### src/rtl/clk_tick_divider_if.sv
// Purpose: control and strobe bundle of the tick divider: count enable,
//          divisor write port (we/ch/div), and per-channel tick and square-wave outputs.
// Ports:   master drives en/cfg_*, reads tick/sq; slave is the divider itself.
interface clk_tick_divider_if #(
    parameter int N_CH  = 3,
    parameter int CNT_W = 26,
    parameter int CH_W  = (N_CH > 1) ? $clog2(N_CH) : 1
);
    logic             en;
    logic             cfg_we;
    logic [CH_W-1:0]  cfg_ch;
    logic [CNT_W-1:0] cfg_div;
    logic [N_CH-1:0]  tick;
    logic [N_CH-1:0]  sq;

    modport master (
        output en, cfg_we, cfg_ch, cfg_div,
        input  tick, sq
    );

    modport slave (
        input  en, cfg_we, cfg_ch, cfg_div,
        output tick, sq
    );
endinterface

### src/rtl/clk_tick_divider.sv
// Purpose: N_CH runtime-programmable down-counter dividers producing a one-cycle tick
//          per wrap and a square wave toggling on every wrap; optional cascade of channels.
// Latency: tick/sq are registered; a channel holding cnt==0 ticks on the next posedge.
// Ports:   clk, rst (sync, active-high); bus (slave) carries en, cfg_we/cfg_ch/cfg_div,
//          tick[N_CH], sq[N_CH]. No backpressure: config writes are accepted every cycle.
module clk_tick_divider #(
    parameter int          N_CH     = 3,
    parameter int          CNT_W    = 26,
    parameter int unsigned DIV_INIT = 24_999_999,
    parameter int          CASCADE  = 0
) (
    input  logic               clk,
    input  logic               rst,
    clk_tick_divider_if.slave  bus
);
    localparam int CH_W = (N_CH > 1) ? $clog2(N_CH) : 1;
    localparam logic [CNT_W-1:0] DIV_RST = CNT_W'(DIV_INIT);

    for (genvar g = 0; g < N_CH; g++) begin : g_ch
        logic [CNT_W-1:0] div_q, div_d;
        logic [CNT_W-1:0] cnt_q, cnt_d;
        logic             tick_q, tick_d;
        logic             sq_q, sq_d;
        logic             step_c;
        logic             wrap_c;
        logic             cfg_hit_c;

        // Channel 0 (and every channel in free-running mode) steps on each enabled clk;
        // in cascade mode a channel steps only when its predecessor wraps.
        if (g == 0 || CASCADE == 0) begin : g_free
            assign step_c = bus.en;
        end else begin : g_casc
            assign step_c = bus.en & g_ch[g-1].wrap_c;
        end

        assign wrap_c    = step_c & (cnt_q == '0);
        // Indices at or above N_CH never match, so such writes are dropped.
        assign cfg_hit_c = bus.cfg_we & (bus.cfg_ch == CH_W'(g));

        always_comb begin
            div_d  = div_q;
            cnt_d  = cnt_q;
            tick_d = 1'b0;
            sq_d   = sq_q;
            if (cfg_hit_c) begin
                // Restart wins over a coincident wrap: no tick, square wave holds.
                div_d = bus.cfg_div;
                cnt_d = bus.cfg_div;
            end else if (wrap_c) begin
                cnt_d  = div_q;
                tick_d = 1'b1;
                sq_d   = ~sq_q;
            end else if (step_c) begin
                cnt_d = cnt_q - 1'b1;
            end
        end

        always_ff @(posedge clk) begin
            if (rst) begin
                div_q  <= DIV_RST;
                cnt_q  <= DIV_RST;
                tick_q <= 1'b0;
                sq_q   <= 1'b0;
            end else begin
                div_q  <= div_d;
                cnt_q  <= cnt_d;
                tick_q <= tick_d;
                sq_q   <= sq_d;
            end
        end

        assign bus.tick[g] = tick_q;
        assign bus.sq[g]   = sq_q;
    end
endmodule
### src/flat_wrapper.sv
// flat-port wrapper written by rule: the top's interface ports become plain ports
module clk_tick_divider_flat 
#(
    parameter int          N_CH     = 3,
    parameter int          CNT_W    = 26,
    parameter int unsigned DIV_INIT = 24_999_999,
    parameter int          CASCADE  = 0
)
  (clk, rst, bus_en, bus_cfg_we, bus_cfg_ch, bus_cfg_div, bus_tick, bus_sq);
  clk_tick_divider_if #(.N_CH(N_CH), .CNT_W(CNT_W)) bus_i ();
  input  logic clk;
  input  logic rst;
  input wire logic [$bits(bus_i.en)-1:0] bus_en;
  input wire logic [$bits(bus_i.cfg_we)-1:0] bus_cfg_we;
  input wire logic [$bits(bus_i.cfg_ch)-1:0] bus_cfg_ch;
  input wire logic [$bits(bus_i.cfg_div)-1:0] bus_cfg_div;
  output wire logic [$bits(bus_i.tick)-1:0] bus_tick;
  output wire logic [$bits(bus_i.sq)-1:0] bus_sq;
  assign bus_i.en = bus_en;
  assign bus_i.cfg_we = bus_cfg_we;
  assign bus_i.cfg_ch = bus_cfg_ch;
  assign bus_i.cfg_div = bus_cfg_div;
  assign bus_tick = bus_i.tick;
  assign bus_sq = bus_i.sq;
  clk_tick_divider #(.N_CH(N_CH), .CNT_W(CNT_W), .DIV_INIT(DIV_INIT), .CASCADE(CASCADE)) u_core (.clk(clk), .rst(rst), .bus(bus_i));
endmodule
### config.mk
export PLATFORM = sky130hd
export DESIGN_NAME = clk_tick_divider_flat
export DESIGN_NICKNAME = d
export VERILOG_FILES = /design/src/rtl/clk_tick_divider_if.sv /design/src/rtl/clk_tick_divider.sv /design/src/flat_wrapper.sv
export SDC_FILE = /design/constraint.sdc
export NUM_CORES = 1
export LEC_CHECK = 0
export ABC_AREA = 1
export CAP_MARGIN = 15
export CORE_MARGIN = 4
export CORE_UTILIZATION = 60
export DETAILED_ROUTE_END_ITERATION = 7
export GPL_TIMING_DRIVEN = 1
export PLACE_DENSITY = 0.78
export SYNTH_ARGS = -nofsm -noshare
export SYNTH_HDL_FRONTEND = slang
export SYNTH_SLANG_ARGS = --single-unit
### constraint.sdc
create_clock -name clk -period 1.95 [get_ports clk]
set_input_delay 0.585 -clock clk [delete_from_list [all_inputs] [get_ports clk]]
set_output_delay 0.585 -clock clk [all_outputs]
set_load 0.02 [all_outputs]
-- Word-level counts from Yosys, hierarchy flattened
Index checks and enable logic that the tools add are counted.
- flip-flop bits (word level): 162
- bits of input ports: 32
- add/sub/neg operators: 3
- equal/unequal tests: 2
- mux-type cells: 12
- bitwise logic cells: 12
- reductions and logical operators: 13
- operators with widths (kind ; number):
    26-bit two-way mux ; 9
    26-bit zero test ; 3
    26-bit by 1-bit subtractor with 26-bit output (second input constant) ; 3
    3-bit nonzero test ; 3
    1-bit bitwise AND ; 6
    1-bit inverter ; 6
    2-bit AND reduction ; 3
    2-bit OR reduction ; 3
    1-bit two-way mux ; 3
    2-bit by 1-bit == test with 1-bit output (second input constant) ; 1
    2-bit == test (second input constant) ; 1
    2-bit zero test ; 1

-- Logic depth before layout (Yosys ltp)
- word-level depth: 4
- mapped depth: 12
- gate-level depth less buffers: 12

-- Worst setup path after synthesis
Ideal clock, no wire load.
- kind: input to register
- from: in bus_en
- to: reg u_core.g_ch[1].cnt_q[23]
- library setup time: 132 ps
- arrival: 1574 ps
- data required time: 1818 ps
- setup slack: 243 ps
- stages on the path: 9
- buffers on the path: 2
- cell sequence: buf_4 -> nand2_1 -> nor2_1 -> inv_1 -> nor3_4 -> buf_6 -> nand2_1 -> nand3_1 -> a21oi_1
- cells in the longest elaborated chain, start to end: 3
- elaborated cells on any way between the ends: 4
- ends and longest elaborated chain (item ; line ; text):
    start: declaration ; flat_wrapper.sv:13 ; input wire logic [$bits(bus_i.en)-1:0] bus_en;
    1-bit bitwise AND ; clk_tick_divider.sv:36 ; assign wrap_c = step_c & (cnt_q == '0);
    26-bit two-way mux ; clk_tick_divider.sv:49 ; end else if (wrap_c) begin
    26-bit two-way mux ; clk_tick_divider.sv:45 ; if (cfg_hit_c) begin
    end signal: assignment ; clk_tick_divider.sv:66 ; cnt_q <= cnt_d;
    end: declaration ; clk_tick_divider.sv:21 ; logic [CNT_W-1:0] cnt_q, cnt_d;
Parallel ways exist; a longest one is shown, timed or not.
A chain may end at the register's enable or synchronous reset.

-- Worst setup path after layout
- from: reg u_core.g_ch[1].tick_q
- to: out bus_tick[1]
- RTL lines (item ; line ; text):
    start: declaration ; clk_tick_divider.sv:22 ; logic tick_q, tick_d;
    start signal: assignment ; clk_tick_divider.sv:67 ; tick_q <= tick_d;
    end: declaration ; flat_wrapper.sv:17 ; output wire logic [$bits(bus_i.tick)-1:0] bus_tick;
No word-level cell between the ends.

==> impl_metrics.env <==
export IMPL_status="completed"
export IMPL_path_buf_inv=1
export IMPL_yosys_area_top_type="dfxtp_1"
export IMPL_grt_pass1_vias=8408
export IMPL_p_sw_frac=0.286
export IMPL_n_fill_cell=1198
export IMPL_finalHoldViolCount=0
export IMPL_synthTopCellsByArea="dfxtp_1, nand2_1, nand3_1, o21ai_0, nor2_1"
export IMPL_finalCriticalPeriod_ps=1910
export IMPL_switchingPower_mw=2.36
export IMPL_synth_cell_type_count=42
export IMPL_worst_slew_pin_slew_ps=544
export IMPL_dieArea_um2=17000
export IMPL_synth_area_per_cell_um2=6.65
export IMPL_fmax_ghz=0.525
export IMPL_synthCells=1350
export IMPL_synth_nets=1385
export IMPL_crit_chain="clkdlybuf4s50_1"
export IMPL_initial_utilization=0.615
export IMPL_drc=0
export IMPL_grt_max_degree=51
export IMPL_slew_viol_final=0
export IMPL_layout_cells_non_filler=1636
export IMPL_wire_per_inst_um=16.2
export IMPL_p_comb_frac=0.137
export IMPL_hold_class="reg -> reg"
export IMPL_fin_setup_tns_ps=0
export IMPL_grt_overflow=0
export IMPL_coreArea_um2=14600
export IMPL_wl_mm=26.5
export IMPL_power_report_internal_total_mw=5.89
export IMPL_clock_sinks=162
export IMPL_seqCellArea_um2=3240
export IMPL_place_gp_congestion=1.03
export IMPL_cts_buffers=17
export IMPL_cts_root_buffer="clkbuf_16"
export IMPL_max_stage_delay_ps=590
export IMPL_die_y_um=130
export IMPL_clk_pin_slew_ps=70
export IMPL_drt_iter0_drc=861
export IMPL_final_antenna_net_count=0
export IMPL_portBuffers=37
export IMPL_cp_start_kind="register"
export IMPL_grt_pass1_wl_mm=41.6
export IMPL_worstSetupEndpointType="output port"
export IMPL_slew_headroom=0.637
export IMPL_fp_dieW_um=130
export IMPL_ir_worst_vdd_v=0.000657
export IMPL_cp_slowest_cell="clkdlybuf4s50_1"
export IMPL_io_pins=38
export IMPL_path_delay_family="buffers and inverters"
export IMPL_drive_above_1_share=0.125
export IMPL_fin_crit_sh=0.977
export IMPL_cap_violations=0
export IMPL_rsz0062_at_grt="true"
export IMPL_cp_data_arrival_time_ps=1320
export IMPL_synth_area_um2=8980
export IMPL_synth_top_area_share=0.361
export IMPL_rows=44
export IMPL_crit_fanout=1
export IMPL_antenna_found_initial=0
export IMPL_power_frac_seq=0.446
export IMPL_required_ps=1360
export IMPL_via_count=9302
export IMPL_diodes=0
export IMPL_hold_slack_ps=449
export IMPL_insertion_delay_ps=440
export IMPL_multi_input_area_um2=4940
export IMPL_cts_htree_levels=4
export IMPL_nets=1474
export IMPL_track_usage=0.314
export IMPL_powerDensity_nw_per_um2=769
export IMPL_dp_cells=1600
export IMPL_skew_ps=8.39
export IMPL_drtPass1Iterations=5
export IMPL_dp_final_hpwl_mm=19.1
export IMPL_syn_to_final_growth_pct=19.6
export IMPL_final_core_util=0.736
export IMPL_cts_tree="yes"
export IMPL_routed_via_density=5.69
export IMPL_clockBufferDepth=2
export IMPL_setup_violations_final=0
export IMPL_p_leak_nw=5.05
export IMPL_synth_seq_cells=162
export IMPL_synth_warnings=0
export IMPL_criticalPathCategory="reg -> out"
export IMPL_synth_seq_area_share=0.361
export IMPL_p_clk_frac=0.417
## placed cells by master, fill, tap and decap left out, types with 3 or more instances in the layout
master           count
clkdlybuf4s50_1     28
inv_6                5
inv_1              141
nor3_1               4
nand4_1             10
a21oi_1             84
nand2_4              3
buf_4               82
nand3_1            128
nor2_2               9
nor3_4               5
nand2_2              7
nand2_1            330
nand3_4              4
o21ai_0            118
o21ai_1             25
nor2_4               7
xnor2_1             12
a21o_1              26
buf_12               8
o211ai_1             6
dlymetal6s2s_1       5
dlygate4sd2_1        3
xor2_1              27
nand3b_1             5
inv_8                3
o21bai_1            10
clkbuf_16           17
dfxtp_1            162
nor2_8               3
nor2_1             141
inv_2                6
## per-stage QoR
step | setup slack, ps | instance area, um^2 | total power, mW
global placement | -466 | 10000 | 4.81
floorplan | 243 | 8980 | 4.42
finish | 44.2 | 10700 | 8.26
global route | -26.6 | 10700 | 8.55
CTS | 3.99 | 10600 | 8.23
detailed placement | -507 | 10000 | 4.84
## path summary, 6_finish.rpt
check,from,endpoint,slack (ps),cells past startpoint
hold / removal,u_core.g_ch[0].div_q[19],u_core.g_ch[0].div_q[19],450,1
setup reg to reg,u_core.g_ch[0].cnt_q[0],u_core.g_ch[0].cnt_q[8],90,10
hold reg to reg,u_core.g_ch[0].div_q[19],u_core.g_ch[0].div_q[19],450,1
setup / recovery,u_core.g_ch[1].tick_q,bus_tick[1],40,1
## final cells by class
type,count,share of cell area
multi-input combinational,982,0.461
sequential,162,0.302
timing repair buffer,128,0.108
inverter,148,0.0520
clock buffer,18,0.0400
tap,184,0.0214
clock inverter,14,0.0156
## synth_stat cells (all sizes together)
| library cell | n |
|---|---|
| a21o | 26 |
| a21oi | 84 |
| a31oi | 1 |
| and2 | 1 |
| buf | 32 |
| clkbuf | 26 |
| clkinv | 1 |
| dfxtp | 162 |
| dlygate4sd1 | 1 |
| ha | 3 |
| inv | 147 |
| mux2i | 1 |
| nand2 | 341 |
| nand3 | 134 |
| nand3b | 5 |
| nand4 | 10 |
| nor2 | 160 |
| nor3 | 11 |
| o211ai | 6 |
| o21a | 1 |
| o21ai | 144 |
| o21bai | 12 |
| or2 | 2 |
| xnor2 | 12 |
| xor2 | 27 |
## registers in the layout, summed over array words and instances (netlist names)
register	count
u_core.g_ch.cnt_q	78
u_core.g_ch.tick_q	3
u_core.g_ch.div_q	78
u_core.g_ch.sq_q	3
## power groups by stage
stage | Sequential, mW | Clock (mW) | Combinational [mW]
6_report | 3.68 | 3.44 | 1.13
5_1_grt | 3.70 | 3.59 | 1.26
3_3_place_gp | 3.74 | 0 | 1.06
2_1_floorplan | 3.70 | 0 | 0.714
3_5_place_dp | 3.75 | 0 | 1.09
4_1_cts | 3.68 | 3.45 | 1.10
## per-layer routing
layer | track usage | up-vias | wire, um
li1 | - | 4556 | -
met1 | 0.401 | 4250 | 11000
met2 | 0.509 | 409 | 12100
met3 | 0.0565 | 87 | 2270
met4 | 0.158 | 0 | 1240
met5 | 0 | - | 0
## kinds of logic after synthesis
logic type,Yosys count,share of synthesized area
compound gates,274,0.166
xor+xnor,39,0.0380
mux,1,0.00111
fa+ha+maj,3,0.00418
buf+inv,207,0.0981
flops,162,0.361
simple gates,664,0.331
## repair_timing
action	in CTS	in global routing
endpoints found under the setup margin	11	68
pin swaps	0	7
hold buffers	0	0
buffers inserted	0	3
gates cloned	0	1
resized for setup	4	26
(Power assumes the default switching activity.)
